**config.mk**
```make
export PLATFORM = sky130hd
export DESIGN_NAME = multi_counter_strobe
export DESIGN_NICKNAME = d
export VERILOG_FILES = /design/src/rtl/multi_counter_strobe_pkg.sv /design/src/rtl/strobe_channel.sv /design/src/rtl/multi_counter_strobe.sv
export SDC_FILE = /design/constraint.sdc
export NUM_CORES = 1
export LEC_CHECK = 0
export BUFFER_PORTS_ARGS = -buffer_cell sky130_fd_sc_hd__buf_2
export CORE_UTILIZATION = 54
export DETAILED_ROUTE_END_ITERATION = 10
export HOLD_SLACK_MARGIN = 0.08
export PLACE_DENSITY = 0.73
export SYNTH_ARGS = -nofsm -noshare
export SYNTH_HDL_FRONTEND = slang
export SYNTH_SLANG_ARGS = --single-unit
```
**constraint.sdc**
```tcl
create_clock -name clk -period 1.8 [get_ports clk]
set_input_delay 0.36 -clock clk [delete_from_list [all_inputs] [get_ports clk]]
set_output_delay 0.36 -clock clk [all_outputs]
set_load 0.03 [all_outputs]
```
**src/rtl/multi_counter_strobe_pkg.sv**
```systemverilog
// Shared types and helpers for the multi_counter_strobe strobe bank.
package multi_counter_strobe_pkg;

    typedef enum logic {
        MODE_PERIODIC = 1'b0,
        MODE_ONESHOT  = 1'b1
    } mode_e;

    localparam int unsigned CNT_RESET_VAL = 1;
    localparam int unsigned MAX_WIDTH     = 64;

    // A period of 0 behaves like 1 so a channel can never stall forever.
    function automatic logic [MAX_WIDTH-1:0] eff_period(input logic [MAX_WIDTH-1:0] p);
        return (p == '0) ? MAX_WIDTH'(1) : p;
    endfunction

endpackage

```
**src/rtl/strobe_channel.sv**
```systemverilog
// One counter channel: counts enabled ticks and emits a 1-cycle strobe at each period end.
module strobe_channel
    import multi_counter_strobe_pkg::*;
#(
    parameter int unsigned WIDTH = 16
) (
    input  logic             clk,
    input  logic             rst_n,
    input  logic             tick,
    input  logic             enable,
    input  logic             arm,
    input  logic             disarm,
    input  logic             oneshot,
    input  logic [WIDTH-1:0] period,
    output logic             strobe,
    output logic             busy
);

    logic [WIDTH-1:0] cnt_q, cnt_d;
    logic [WIDTH-1:0] per_q, per_d;
    logic [WIDTH-1:0] eff;
    mode_e            mode_q, mode_d;
    logic             busy_q, busy_d;
    logic             strobe_q, strobe_d;
    logic             count_en;
    logic             terminal;

    assign eff      = WIDTH'(eff_period(MAX_WIDTH'(per_q)));
    assign count_en = busy_q & enable & tick;
    assign terminal = count_en & (cnt_q == eff);

    // Priority: disarm over arm over terminal; the terminal strobe itself is never suppressed.
    always_comb begin
        cnt_d    = cnt_q;
        per_d    = per_q;
        mode_d   = mode_q;
        busy_d   = busy_q;
        strobe_d = terminal;
        if (disarm) begin
            busy_d = 1'b0;
            cnt_d  = WIDTH'(CNT_RESET_VAL);
        end else if (arm) begin
            busy_d = 1'b1;
            cnt_d  = WIDTH'(CNT_RESET_VAL);
            per_d  = period;
            mode_d = mode_e'(oneshot);
        end else if (terminal) begin
            cnt_d = WIDTH'(CNT_RESET_VAL);
            per_d = period;
            if (mode_q == MODE_ONESHOT) begin
                busy_d = 1'b0;
            end
        end else if (count_en) begin
            cnt_d = cnt_q + WIDTH'(1);
        end
    end

    always_ff @(posedge clk or negedge rst_n) begin
        if (!rst_n) begin
            cnt_q    <= WIDTH'(CNT_RESET_VAL);
            per_q    <= WIDTH'(CNT_RESET_VAL);
            mode_q   <= MODE_PERIODIC;
            busy_q   <= 1'b0;
            strobe_q <= 1'b0;
        end else begin
            cnt_q    <= cnt_d;
            per_q    <= per_d;
            mode_q   <= mode_d;
            busy_q   <= busy_d;
            strobe_q <= strobe_d;
        end
    end

    assign strobe = strobe_q;
    assign busy   = busy_q;

endmodule

```
**src/rtl/multi_counter_strobe.sv**
```systemverilog
// Bank of independent strobe counters sharing one clock; optional shared prescaler
// enabled by defining MULTI_STROBE_PRESCALE_EN.
module multi_counter_strobe
    import multi_counter_strobe_pkg::*;
#(
    parameter int unsigned CHANNELS  = 4,
    parameter int unsigned WIDTH     = 16,
    parameter int unsigned PRE_WIDTH = 8
) (
    input  logic                      clk,
    input  logic                      rst_n,
    input  logic [CHANNELS-1:0]       enable,
    input  logic [CHANNELS-1:0]       arm,
    input  logic [CHANNELS-1:0]       disarm,
    input  logic [CHANNELS-1:0]       oneshot,
    input  logic [CHANNELS*WIDTH-1:0] period,
`ifdef MULTI_STROBE_PRESCALE_EN
    input  logic [PRE_WIDTH-1:0]      prescale,
`endif
    output logic [CHANNELS-1:0]       strobe,
    output logic [CHANNELS-1:0]       busy
);

    if (CHANNELS < 1 || WIDTH < 2 || WIDTH > MAX_WIDTH || PRE_WIDTH < 1) begin : g_bad_params
        $error("multi_counter_strobe: illegal parameter value");
    end

    logic tick;

`ifdef MULTI_STROBE_PRESCALE_EN
    logic [PRE_WIDTH-1:0] pre_q;
    logic                 pre_wrap;

    // Wrapping at all-ones covers a prescale lowered below the current count.
    assign pre_wrap = (pre_q == prescale) || (pre_q == '1);
    assign tick     = pre_wrap;

    always_ff @(posedge clk or negedge rst_n) begin
        if (!rst_n) begin
            pre_q <= '0;
        end else if (pre_wrap) begin
            pre_q <= '0;
        end else begin
            pre_q <= pre_q + PRE_WIDTH'(1);
        end
    end
`else
    assign tick = 1'b1;
`endif

    for (genvar i = 0; i < CHANNELS; i++) begin : g_ch
        strobe_channel #(
            .WIDTH(WIDTH)
        ) u_ch (
            .clk    (clk),
            .rst_n  (rst_n),
            .tick   (tick),
            .enable (enable[i]),
            .arm    (arm[i]),
            .disarm (disarm[i]),
            .oneshot(oneshot[i]),
            .period (period[i*WIDTH +: WIDTH]),
            .strobe (strobe[i]),
            .busy   (busy[i])
        );
    end

endmodule
```
## Word-level counts from Yosys, hierarchy flattened

Index checks and enable logic that the tools add are counted.

| storage, ports and cells | value |
|---|---|
| flip-flop bits (word level) | 140 |
| bits in latches | 0 |
| RAM bits | 0 |
| memory bits (read-only) | 0 |
| input port bits | 82 |
| output and inout bits | 8 |
| memories kept | 0 |

| cells by class | value |
|---|---|
| $add $sub $neg | 4 |
| multipliers | 0 |
| divide/modulo/power cells | 0 |
| magnitude comparators | 0 |
| eq/ne operators | 4 |
| shifts and indexed selects | 0 |
| mux-type cells | 44 |
| bitwise logic cells | 12 |
| reductions and logical operators | 32 |

Operators by type and width:

| cell | number |
|---|---|
| 2-to-1 mux 16 bit | 28 |
| adder 16 x 1 -> 16 bit (second input constant) | 4 |
| equality test 16 bit | 4 |
| zero test 16 bit | 4 |
| AND reduction 2 bit | 12 |
| nonzero test 3 bit | 8 |
| 2-to-1 mux 1 bit | 16 |
| nonzero test 4 bit | 4 |
| AND 1 bit | 8 |
| nonzero test 2 bit | 4 |
| NOT 1 bit | 4 |

## Longest topological paths before layout

Gate-level depths: netlist of the first run.

| depth | value |
|---|---|
| word-level depth | 7 |
| depth in mapped cells | 9 |
| mapped depth without buffers | 6 |

## By module

Synthesis of the first run repeated with hierarchy kept, for this count alone.

| unflattened totals | value |
|---|---|
| cell total of the unflattened synthesis | 661 |
| area total of the unflattened synthesis | 7,340.8 um2 |

By module, submodules not included:

| module | instances | cells an instance | area an instance (um2) | seq. area each (um2) |
|---|---|---|---|---|
| strobe_channel | 4 | 165 | 1,834.3 | 878.3 |
| multi_counter_strobe | 1 | 1 | 3.8 | 0.0 |

## Worst setup path after synthesis of the first run

Ideal clock, no wire load.

| timing | value |
|---|---|
| path type | register to register |
| start point | register g_ch[1].u_ch.per_q[9] |
| end point | register g_ch[1].u_ch.per_q[13] |
| library setup time | 0.135 ns |
| data arrival time | 1.793 ns |
| path slack | -0.127 ns |
| stages on the path, launching flop included | 8 |
| path buffers | 2 |
| clock period less this slack | 1.927 ns |
| cell sequence | dfrtp_1 -> nor4_1 -> a41oi_1 -> xor2_1 -> and2_0 -> buf_2 -> buf_2 -> o211ai_1 |

| between the ends | value |
|---|---|
| word-level cells in the longest chain between the ends | 6 |

RTL lines:

| item | line | RTL |
|---|---|---|
| start: declaration | strobe_channel.sv:20 | `logic [WIDTH-1:0] per_q, per_d;` |
| start signal: assignment | strobe_channel.sv:61 | `per_q <= WIDTH'(CNT_RESET_VAL);` |
| start signal: assignment | strobe_channel.sv:67 | `per_q <= per_d;` |
| zero test 16 bit | multi_counter_strobe_pkg.sv:14 | `return (p == '0) ? MAX_WIDTH'(1) : p;` |
| 2-to-1 mux 16 bit * | multi_counter_strobe_pkg.sv:14 |  |
| equality test 16 bit * | strobe_channel.sv:30 | `assign terminal = count_en & (cnt_q == eff);` |
| AND 1 bit * | strobe_channel.sv:30 |  |
| nonzero test 2 bit (no line) * | - |  |
| AND reduction 2 bit (no line) * | - |  |

Mark *: on every way between the ends. The rest lies on a longest branch, timed or not.
A chain may end at the register's enable or synchronous reset.

## Worst setup path after layout of the first run

| timing | value |
|---|---|
| start point | register g_ch[0].u_ch.per_q[1] |
| end point | register g_ch[0].u_ch.cnt_q[0] |

| between the ends | value |
|---|---|
| word-level cells in the longest chain between the ends | 7 |
| elaborated cells between the ends (all ways) | 8 |
| those cells by class | eq/ne (1); mux (4); bitwise (1); reduce/logical (2) |

RTL lines:

| item | line | RTL |
|---|---|---|
| start: declaration | strobe_channel.sv:20 |  |
| start signal: assignment | strobe_channel.sv:61 |  |
| start signal: assignment | strobe_channel.sv:67 |  |
| zero test 16 bit | multi_counter_strobe_pkg.sv:14 |  |
| 2-to-1 mux 16 bit * | multi_counter_strobe_pkg.sv:14 |  |
| equality test 16 bit * | strobe_channel.sv:30 |  |
| AND 1 bit * | strobe_channel.sv:30 |  |
| 2-to-1 mux 16 bit | strobe_channel.sv:47 | `end else if (terminal) begin` |
| 2-to-1 mux 16 bit | strobe_channel.sv:42 | `end else if (arm) begin` |
| 2-to-1 mux 16 bit | strobe_channel.sv:39 | `if (disarm) begin` |
| end signal: assignment | strobe_channel.sv:60 | `cnt_q <= WIDTH'(CNT_RESET_VAL);` |
| end signal: assignment | strobe_channel.sv:66 | `cnt_q <= cnt_d;` |
| end: declaration | strobe_channel.sv:19 | `logic [WIDTH-1:0] cnt_q, cnt_d;` |

Marks and branches as above.

==> results of run 1 <==
==> final cells by class <==
cell class | count | area share, %
multi-input cells | 674 | 42.9
flip-flops and latches | 140 | 28.5
repair buffers | 333 | 20.7
clock buffers | 20 | 3.61
clock inverters | 12 | 1.96
well taps | 184 | 1.86
inverters | 16 | 0.485
==> state kept, by name, summed over array words and instances (netlist names) <==
name              count
g_ch.u_ch.cnt_q      64
g_ch.u_ch.strobe      4
g_ch.u_ch.busy        4
g_ch.u_ch.per_q      64
g_ch.u_ch.mode_q      4
==> what timing repair did <==
action                                 CTS  global route
gates resized for setup                 74           124
gates cloned                             6             6
setup endpoints to repair              132           135
pin swaps                               55            64
hold buffers                             1             0
buffers inserted                        26            10
endpoints found under the hold margin   24             0
==> power by group through the flow <==
| stage | Combinational, mW | Sequential [mW] | Clock (mW) |
|---|---|---|---|
| 2_1_floorplan | 0.858 | 3.70 | 0 |
| 4_1_cts | 2.03 | 3.73 | 4.17 |
| 5_1_grt | 2.47 | 3.82 | 4.34 |
| 3_5_place_dp | 1.82 | 3.73 | 0 |
| 3_3_place_gp | 1.79 | 3.72 | 0 |
| 6_report | 2.31 | 3.79 | 4.19 |
==> layer usage <==
metal  vias up  global-route usage (%)
met5         -                       0
met4         0                    10.9
met3       113                    6.88
met2       517                    57.5
met1      4422                    45.1
li1       3950                       -
==> critical path, cell delays in order (launching register included) <==
cell     delay, ps
dfrtp_1        450
nor4_2         440
a41oi_2        270
xnor2_2        290
nor2_4         100
buf_12         160
or3_1          360
==> cells by family after synthesis <==
| group | Yosys count |
|---|---|
| simple gates | 371 |
| xor+xnor | 119 |
| compound gates | 173 |
| fa+ha+maj | 4 |
| flops | 140 |
| mux | 4 |
| buf+inv | 81 |
==> worst max path at each step <==
stage          slack [ps]                     end
2_1_floorplan         -60       g_ch[1].u_ch.busy
3_3_place_gp         -160  g_ch[0].u_ch.per_q[12]
3_5_place_dp         -250   g_ch[0].u_ch.per_q[8]
4_1_cts              -130   g_ch[0].u_ch.per_q[1]
5_1_grt              -380   g_ch[0].u_ch.cnt_q[0]
6_report             -370   g_ch[0].u_ch.cnt_q[0]
==> cells in the final DEF (no fill, tap or decap), drive strengths merged, types with 7 or more instances in the layout <==
master,Yosys,routed
a21oi,7,7
a22oi,61,61
and2,8,11
and3,7,7
and4,8,8
buf,30,330
bufinv,0,7
clkbuf,35,22
clkinv,5,10
dfrtp,132,132
dfstp,8,8
inv,11,11
nand2,95,95
nand3,19,19
nand4,87,87
nor2,29,29
nor3,64,64
nor4,35,35
o211ai,67,67
xnor2,55,55
xor2,64,64
==> per-stage QoR <==
step	TNS (ps)	std cells
2_1_floorplan	-849	892
3_3_place_gp	-7230	1302
3_5_place_dp	-12350	1302
4_1_cts	-5820	1365
5_1_grt	-26910	1379
6_report	-19140	1379
==> qor.yml, run 1 <==
status: "finished with violations"
p_switching_mw: 2.94
grt_max_degree: 47
holdCritStartpoint: "oneshot[2]"
rsz0062_at_grt: "true"
synth_compound_area_share_pct: 15.8
synth_common_cells: "dfrtp_1, nand2_1, nand4_1"
holdPathStages: 2
synth-adder-area-share_pct: 0.602
slew_headroom_pct: 63.7
synth-xor-area-share_pct: 12.8
cts.sinks: 140
fmax_mhz: 462
muxShareOfSynthArea_pct: 0.542
seq_area_frac_synth_pct: 42.2
ant_nets: 0
whs_ps: 162
wl_met3_um: 2080
pwr_density_cell_mw_per_mm2: 831
async_flop_share_pct: 100
ys_ff_latch: 140
synth-main-ff-cell: "dfrtp_1"
start_kind: "register"
drt-met1-wl_um: 11500
syn_area_per_cell_um2: 9.32
fin_nets: 1268
layout_min_cycle_time_ps: 2170
syn_inst: 892
hpwl_um: 16800
hold_viol_final: 0
route.detailed.drc: 0
violations: "negative setup slack"
holdCritPathClass: "primary input to register"
nFillCells: 834
grt_pass1_vias: 8608
top_layer: "met4"
dp_slack_ps: -247
finalSetupViolCount: 129
yosys_warnings: 0
clk_pin_slew_ps: 60
grt_use_total_pct: 34.4
r2r_end: "g_ch[0].u_ch.cnt_q[0]"
drtIter0Drc: 1024
start_util_pct: 56.4
clkPwrFrac_pct: 40.7
synth_area_leaders: "dfrtp_1, xor2_1, nand4_1"
synth_most_common_cell: "dfrtp_1"
clk_latency_ps: 430
path_class: "register to register"
cp-end-kind: "register"
clockRootBuffer: "clkbuf_16"
drt_wl_total_um: 29400
synth_top_cell_by_area: "dfrtp_1"
diodes: 0
r2r_start: "g_ch[0].u_ch.per_q[1]"
coreArea_mm2: 0.0148
gp_congestion: 0.955
r2r_cells: 6
synth_top_area_share_pct: 39.7
netlist_area_mm2: 0.00832
p_int_mw: 7.36
first_pass_iters: 6
reg2reg_slack_ps: -370
synth-edff-count: 0
cap_violations: 0
numPortBuffers: 89
power_frac_seq_pct: 36.9
multi_input_area_mm2: 0.00531
vdd_drop_max_mv: 0.841
regArea_mm2: 0.00353
slew_violations: 0
cts_buffer_depth: 2
synth_top_family_by_area: "simple AND/OR/NAND/NOR gates"
setup_ws_ps: -366
sw_frac_of_total_pct: 28.5
cts_tree: "done"
p_leak_nw: 5.17
design_area_mm2: 0.0124
worstHoldEndpoint: "g_ch[2].u_ch.mode_q"
wl_per_cell_um: 21.3
startpoint: "g_ch[0].u_ch.per_q[1]"
syn_nets: 978
via_per_inst: 6.53
die_y_um: 126
fp.dieW_um: 126
ys_types: 55
rows: 44
io_pins: 90
power_mw: 10.3
cp_data_arrival_time_ps: 2510
via_count: 9002
worst_pin_slew_ps: 544
place_area_mm2: 0.0103
cts_buffers: 17
dieArea_mm2: 0.0159
cp_max_fo: 17
required_ps: 2140
h-tree-depth: 4
grt-ovfl-total: 0
finalCritPeriodShare_pct: 120
synth_simple_gate_area_share_pct: 23.6
skew_ps: 10.7
syn2layout_area_growth_pct: 48.9
wl_met2_um: 14600
drive_gt1_share_pct: 43.3
grt_pass1_wl_um: 43500
post-route-util_pct: 83.9
antenna_found_initial: 0
pwr-share-comb_pct: 22.5
No activity file was read; power rests on OpenSTA's default activity.
==> inputs of run 2 (changes only) <==
Settings changed: CORE_UTILIZATION 54 to 35, PLACE_DENSITY 0.73 to 0.5.
==> run 2 against run 1 <==
Effect of this change: the flow still finishes with violations (negative setup slack); clock skew is 5.3 ps higher; utilization decreased by 29 points; via count decreased by 7.1%; combinational power rose by 4%; flip-flop and latch count unchanged; critical path depth is 1 higher; register-to-register slack better by 110 ps; sequential power about the same; non-clock buffer count up 32; global-route usage down 12 points; critical endpoint is now g_ch[0].u_ch.per_q[0]; largest power group is now registers.
==> qor.yml, run 2 (same netlist as run 1, synthesis figures left out) <==
setup_ws_ps: -257  # was -366 ps
layout_common_cells: "buf_4, dfrtp_1, nand2_1"  # unchanged
p_leak_nw: 5.33  # was 5.17 nW
crit_path_top_delay_cell: "dfrtp_2"  # was dfrtp_1
rows: 56  # was 44
fp.dieW_um: 156  # was 126 um
fmax_mhz: 486  # was 462 MHz
slew_violations: 0  # unchanged
cts_tree: "done"  # unchanged
wl_per_cell_um: 17.5  # was 21.3 um
r2r_start: "g_ch[0].u_ch.per_q[6]"  # was g_ch[0].u_ch.per_q[1]
drt_wl_total_um: 27000  # was 29400 um
start_util_pct: 35.5  # was 56.4%
first_pass_iters: 5  # was 6
clk_latency_ps: 430  # about the same
status: "finished with violations"  # unchanged
critPathMostFrequentCell: "buf_4"
skew_ps: 16.0  # was 10.7 ps
diodes: 0  # unchanged
slew_headroom_pct: 62.4  # was 63.7%
cp_top_family: "compound AO/OA/AOI/OAI gates"  # was simple AND/OR/NAND/NOR gates
drive_gt1_share_pct: 45.3  # was 43.3%
cts_buffer_depth: 2  # unchanged
reg.largest.list: "g_ch.u_ch.cnt_q (64), g_ch.u_ch.per_q (64)"  # unchanged
post-route-util_pct: 55.1  # was 83.9%
start_kind: "register"  # unchanged
syn2layout_area_growth_pct: 55.1  # was 48.9%
vdd_drop_max_mv: 0.457  # was 0.841 mV
path_buf_inv: 2  # was 1
grt_pass1_wl_um: 43200  # was 43500 um
antenna_found_initial: 0  # unchanged
final_common_cell: "buf_4"  # unchanged
worstHoldEndpoint: "g_ch[3].u_ch.mode_q"  # was g_ch[2].u_ch.mode_q
path_class: "register to register"  # unchanged
worst_pin_slew_ps: 564  # was 544 ps
pwr_density_cell_mw_per_mm2: 749  # was 831 mW/mm^2
finalSetupViolCount: 131  # was 129
rsz0062_at_grt: "true"  # unchanged
cts_buffers: 17  # unchanged
r2r_cells: 7  # was 6
route.detailed.drc: 0  # unchanged
h-tree-depth: 4  # unchanged
die_y_um: 156  # was 126 um
cp_data_arrival_time_ps: 2400  # was 2510 ps
dieArea_mm2: 0.0244  # was 0.0159 mm^2
layout_min_cycle_time_ps: 2060  # was 2170 ps
design_area_mm2: 0.0129  # was 0.0124 mm^2
cap_violations: 0  # unchanged
coreArea_mm2: 0.0234  # was 0.0148 mm^2
grt_use_total_pct: 22.6  # was 34.4%
via_per_inst: 5.42  # was 6.53
numPlacedInstances: 1457  # was 1302
ant_nets: 0  # unchanged
setup_tns_ps: -14550  # was -19140 ps
hold_viol_final: 0  # unchanged
cp_max_fo: 5  # was 17
grt-ovfl-total: 0  # unchanged
numPortBuffers: 89  # unchanged
crit_chain: "buf_4, nor4_1, a41oi_2, xnor2_2, buf_4, o211a_1, a311o_1"  # was nor4_2, a41oi_2, xnor2_2, nor2_4, buf_12, or3_1
reg2reg_slack_ps: -260  # was -370 ps
clockRootBuffer: "clkbuf_16"  # unchanged
holdCritPathClass: "primary input to register"  # unchanged
place_area_mm2: 0.0107  # was 0.0103 mm^2
finalCritPeriodShare_pct: 114  # was 120%
io_pins: 90  # unchanged
required_ps: 2150  # was 2140 ps
final_cells: 1543  # was 1379
slowest_delay_ps: 440  # was 450 ps
dp_slack_ps: -420  # was -247 ps
drtIter0Drc: 490  # was 1024
whs_ps: 158  # was 162 ps
holdPathStages: 2  # unchanged
power_mw: 9.66  # was 10.3 mW
grt_max_degree: 41  # was 47
fin_nets: 1297  # was 1268
grt_pass1_vias: 8212  # was 8608
r2r_end: "g_ch[0].u_ch.per_q[0]"  # was g_ch[0].u_ch.cnt_q[0]
cp-end-kind: "register"  # unchanged
cts.sinks: 140  # unchanged
hpwl_um: 18400  # was 16800 um
clk_pin_slew_ps: 70  # was 60 ps
gp_congestion: 0.920  # was 0.955
via_count: 8359  # was 9002
violations: "negative setup slack"  # unchanged
holdCritStartpoint: "oneshot[3]"  # was oneshot[2]
[run 2: cell count changes in the layout (fill, tap and decap cells not counted), moves of 4 or more]
cell | previous run | this run
clkinvlp_4 | 0 | 4
xor2_1 | 48 | 52
xnor2_2 | 17 | 23
xor2_2 | 14 | 10
nor3_4 | 13 | 21
nor3_1 | 28 | 17
buf_4 | 203 | 212
xnor2_1 | 38 | 31
inv_6 | 0 | 6
buf_6 | 21 | 42
bufinv_16 | 7 | 1
[run 2: timing repair]
item	in CTS	in global routing
pin swaps	103	111
gates resized for setup	146	94
buffers inserted	24	32
hold endpoints to repair	29	0
gates cloned	6	1
hold buffers	1	0
endpoints found under the setup margin	134	134
[run 2: layout make-up]
| class | count | area (um^2) |
|---|---|---|
| inverter | 16 | 60.1 |
| sequential | 140 | 3530 |
| clock buffer | 19 | 443 |
| fill | 2098 | 10500 |
| tap | 319 | 399 |
| clock inverter | 13 | 130 |
| multi-input combinational | 671 | 5400 |
| timing repair buffer | 365 | 2940 |
[run 2: worst reg2reg max path: stages (launching register included)]
cell and delay [ps]:
dfrtp_2 440, buf_4 140, nor4_1 280, a41oi_2 240
xnor2_2 220, buf_4 180, o211a_1 200, a311o_1 270
[run 2: worst max path at each step]
stage                           start                      to  cells past startpoint
6_report        g_ch[0].u_ch.per_q[6]   g_ch[0].u_ch.per_q[0]                      7
5_1_grt         g_ch[3].u_ch.cnt_q[0]  g_ch[3].u_ch.cnt_q[14]                      6
4_1_cts         g_ch[0].u_ch.cnt_q[8]  g_ch[0].u_ch.per_q[14]                      6
3_5_place_dp    g_ch[0].u_ch.per_q[8]   g_ch[0].u_ch.per_q[2]                      7
3_3_place_gp    g_ch[0].u_ch.per_q[8]  g_ch[0].u_ch.per_q[12]                      7
2_1_floorplan  g_ch[1].u_ch.per_q[10]       g_ch[1].u_ch.busy                      7
[run 2: layer usage]
layer,track usage [%],vias up,part of all wire (%)
met3,3.36,24,3.4
met4,6.86,0,1.4
li1,-,4015,-
met2,36.8,192,49
met5,0,-,0
met1,30.8,4128,46
[run 2: power breakdown]
| part | total (mW) | switching, mW | internal (mW) |
|---|---|---|---|
| logic | 2.40 | 1.12 | 1.28 |
| clock network | 3.50 | 1.53 | 1.97 |
| registers | 3.76 | 0.337 | 3.42 |
==> inputs of run 3 (changes only) <==
Settings changed: TNS_END_PERCENT set to 20.
==> run 3 against run 2 <==
Effect of this change: the flow still finishes with violations (negative setup slack); worst setup slack improved by 81 ps; combinational power fell by 20%; register-to-register slack improved by 80 ps.
==> qor.yml, run 3 (same netlist as run 1, synthesis figures left out) <==
worst_pin_slew_ps: 541  # was 564 ps
layout_min_cycle_time_ps: 1980  # was 2060 ps
skew_ps: 7.48  # was 16.0 ps
layout_common_cells: "buf_4, dfrtp_1, nand2_1"  # unchanged
crit_chain: "xnor2_2, nand4_1, or4_4, o211a_1, a311o_1"  # was buf_4, nor4_1, a41oi_2, xnor2_2, buf_4, o211a_1, a311o_1
via_per_inst: 5.36  # was 5.42
finalCritPeriodShare_pct: 110  # was 114%
dieArea_mm2: 0.0244  # unchanged
coreArea_mm2: 0.0234  # unchanged
hold_viol_final: 0  # unchanged
grt-ovfl-total: 0  # unchanged
rsz0062_at_grt: "true"  # unchanged
dp_slack_ps: -222  # was -420 ps
ant_nets: 0  # unchanged
clk_latency_ps: 430  # about the same
cp-end-kind: "register"  # unchanged
start_kind: "register"  # unchanged
gp_congestion: 0.843  # was 0.920
pwr_density_cell_mw_per_mm2: 820  # was 749 mW/mm^2
global_route.usage.met3_pct: 3.39  # was 3.36%
first_pass_iters: 7  # was 5
route.detailed.drc: 0  # unchanged
clockRootBuffer: "clkbuf_16"  # unchanged
fmax_mhz: 506  # was 486 MHz
vdd_drop_max_mv: 0.521  # was 0.457 mV
use_met2_pct: 34.8  # was 36.8%
cts_buffer_depth: 2  # unchanged
grt_pass1_vias: 7881  # was 8212
diodes: 0  # unchanged
busiest_layer: "met2"  # unchanged
io_pins: 90  # unchanged
slowest_delay_ps: 580  # was 440 ps
numPortBuffers: 89  # unchanged
via_count: 7942  # was 8359
violations: "negative setup slack"  # unchanged
antenna_found_initial: 0  # unchanged
crit_path_top_delay_cell: "or4_4"  # was dfrtp_2
required_ps: 2150  # about the same
clk_pin_slew_ps: 70  # about the same
hpwl_um: 17900  # was 18400 um
final_common_cell: "buf_4"  # unchanged
status: "finished with violations"  # unchanged
fp.dieW_um: 156  # unchanged
reg.largest.list: "g_ch.u_ch.cnt_q (64), g_ch.u_ch.per_q (64)"  # unchanged
slew_headroom_pct: 63.9  # was 62.4%
cts_buffers: 17  # unchanged
start_util_pct: 35.5  # unchanged
cts.sinks: 140  # unchanged
fin_nets: 1235  # was 1297
setup_ws_ps: -175  # was -257 ps
cp_max_fo: 3  # was 5
grt_use_total_pct: 21.7  # was 22.6%
drtIter0Drc: 525  # was 490
slew_violations: 0  # unchanged
cp_data_arrival_time_ps: 2330  # was 2400 ps
wl_per_cell_um: 16.9  # was 17.5 um
grt_pass1_wl_um: 41800  # was 43200 um
drt_wl_total_um: 25100  # was 27000 um
cap_violations: 0  # unchanged
drive_gt1_share_pct: 35.2  # was 45.3%
p_leak_nw: 4.83  # was 5.33 nW
power_mw: 9.46  # was 9.66 mW
grt_max_degree: 40  # was 41
cts_tree: "done"  # unchanged
use_met1_pct: 30.5  # was 30.8%
h-tree-depth: 4  # unchanged
rows: 56  # unchanged
syn2layout_area_growth_pct: 38.6  # was 55.1%
design_area_mm2: 0.0115  # was 0.0129 mm^2
place_area_mm2: 0.0105  # was 0.0107 mm^2
holdCritPathClass: "primary input to register"  # unchanged
whs_ps: 162  # was 158 ps
die_y_um: 156  # unchanged
path_class: "register to register"  # unchanged
finalSetupViolCount: 89  # was 131
run 3: cell types whose count changed in the layout (fill, tap and decap cells not counted), moves of 12 or more:
| cell | previous run | this run |
|---|---|---|
| nor3_1 | 17 | 56 |
| buf_6 | 42 | 8 |
| nor3_4 | 21 | 0 |
| nor3_2 | 26 | 8 |
| buf_4 | 212 | 197 |
| xnor2_1 | 31 | 44 |
| xnor2_2 | 23 | 11 |
run 3: what timing repair did:
item / in CTS / in global routing
gates resized for setup: 27 / 40
endpoints found under the setup margin: 124 / 134
pin swaps: 13 / 20
hold buffers: 1 / 0
hold endpoints to repair: 31 / 0
cloned: 0 / 1
buffers inserted: 4 / 1
run 3: layout make-up:
class	instances	area, um^2
flip-flops and latches	140	3520
clock inverters	10	136
inverters	16	60.1
well taps	319	399
repair buffers	303	2170
multi-input cells	671	4740
fillers	2200	11900
clock buffers	22	494
run 3: routing by layer:
layer	up-vias	part of all wire, %
met1	3865	47
met4	0	0.84
met3	19	3.4
met2	162	49
li1	3896	-
met5	-	0
run 3: worst max-delay path: cells and delay by family (launching register included):
family | cells | cell delay [ps]
xor gates and xnor gates | 1 | 220
and+or+nand+nor | 2 | 750
DFF | 1 | 430
AOI/OAI and AO/OA | 2 | 510
run 3: power by group:
part	total, mW	leakage (nW)	switching, mW	internal (mW)
combinational	1.93	2.75	0.947	0.987
clock	3.79	0.304	1.43	2.36
sequential	3.73	1.77	0.311	3.42
run 3: through the flow:
step           TNS [ps]  std cells  utilization (%)
4_1_cts           -5510       1479             48.3
3_3_place_gp     -11230       1442             44.9
2_1_floorplan     -2020        892                -
5_1_grt          -18810       1481             49.3
3_5_place_dp     -12170       1442             44.9
6_report          -5170       1481             49.3
run 3: worst paths after layout:
path                                        start                    end  slack (ps)  depth (start not counted)
min in group asynchronous                   rst_n    g_ch[1].u_ch.strobe         430                          2
hold reg to reg               g_ch[1].u_ch.mode_q      g_ch[1].u_ch.busy         470                          1
max in group asynchronous                   rst_n  g_ch[0].u_ch.cnt_q[0]         710                          3
hold / removal                         oneshot[2]    g_ch[2].u_ch.mode_q         160                          2
setup reg to reg           g_ch[0].u_ch.per_q[12]  g_ch[0].u_ch.per_q[0]        -180                          5
setup / recovery           g_ch[0].u_ch.per_q[12]  g_ch[0].u_ch.per_q[0]        -180                          5
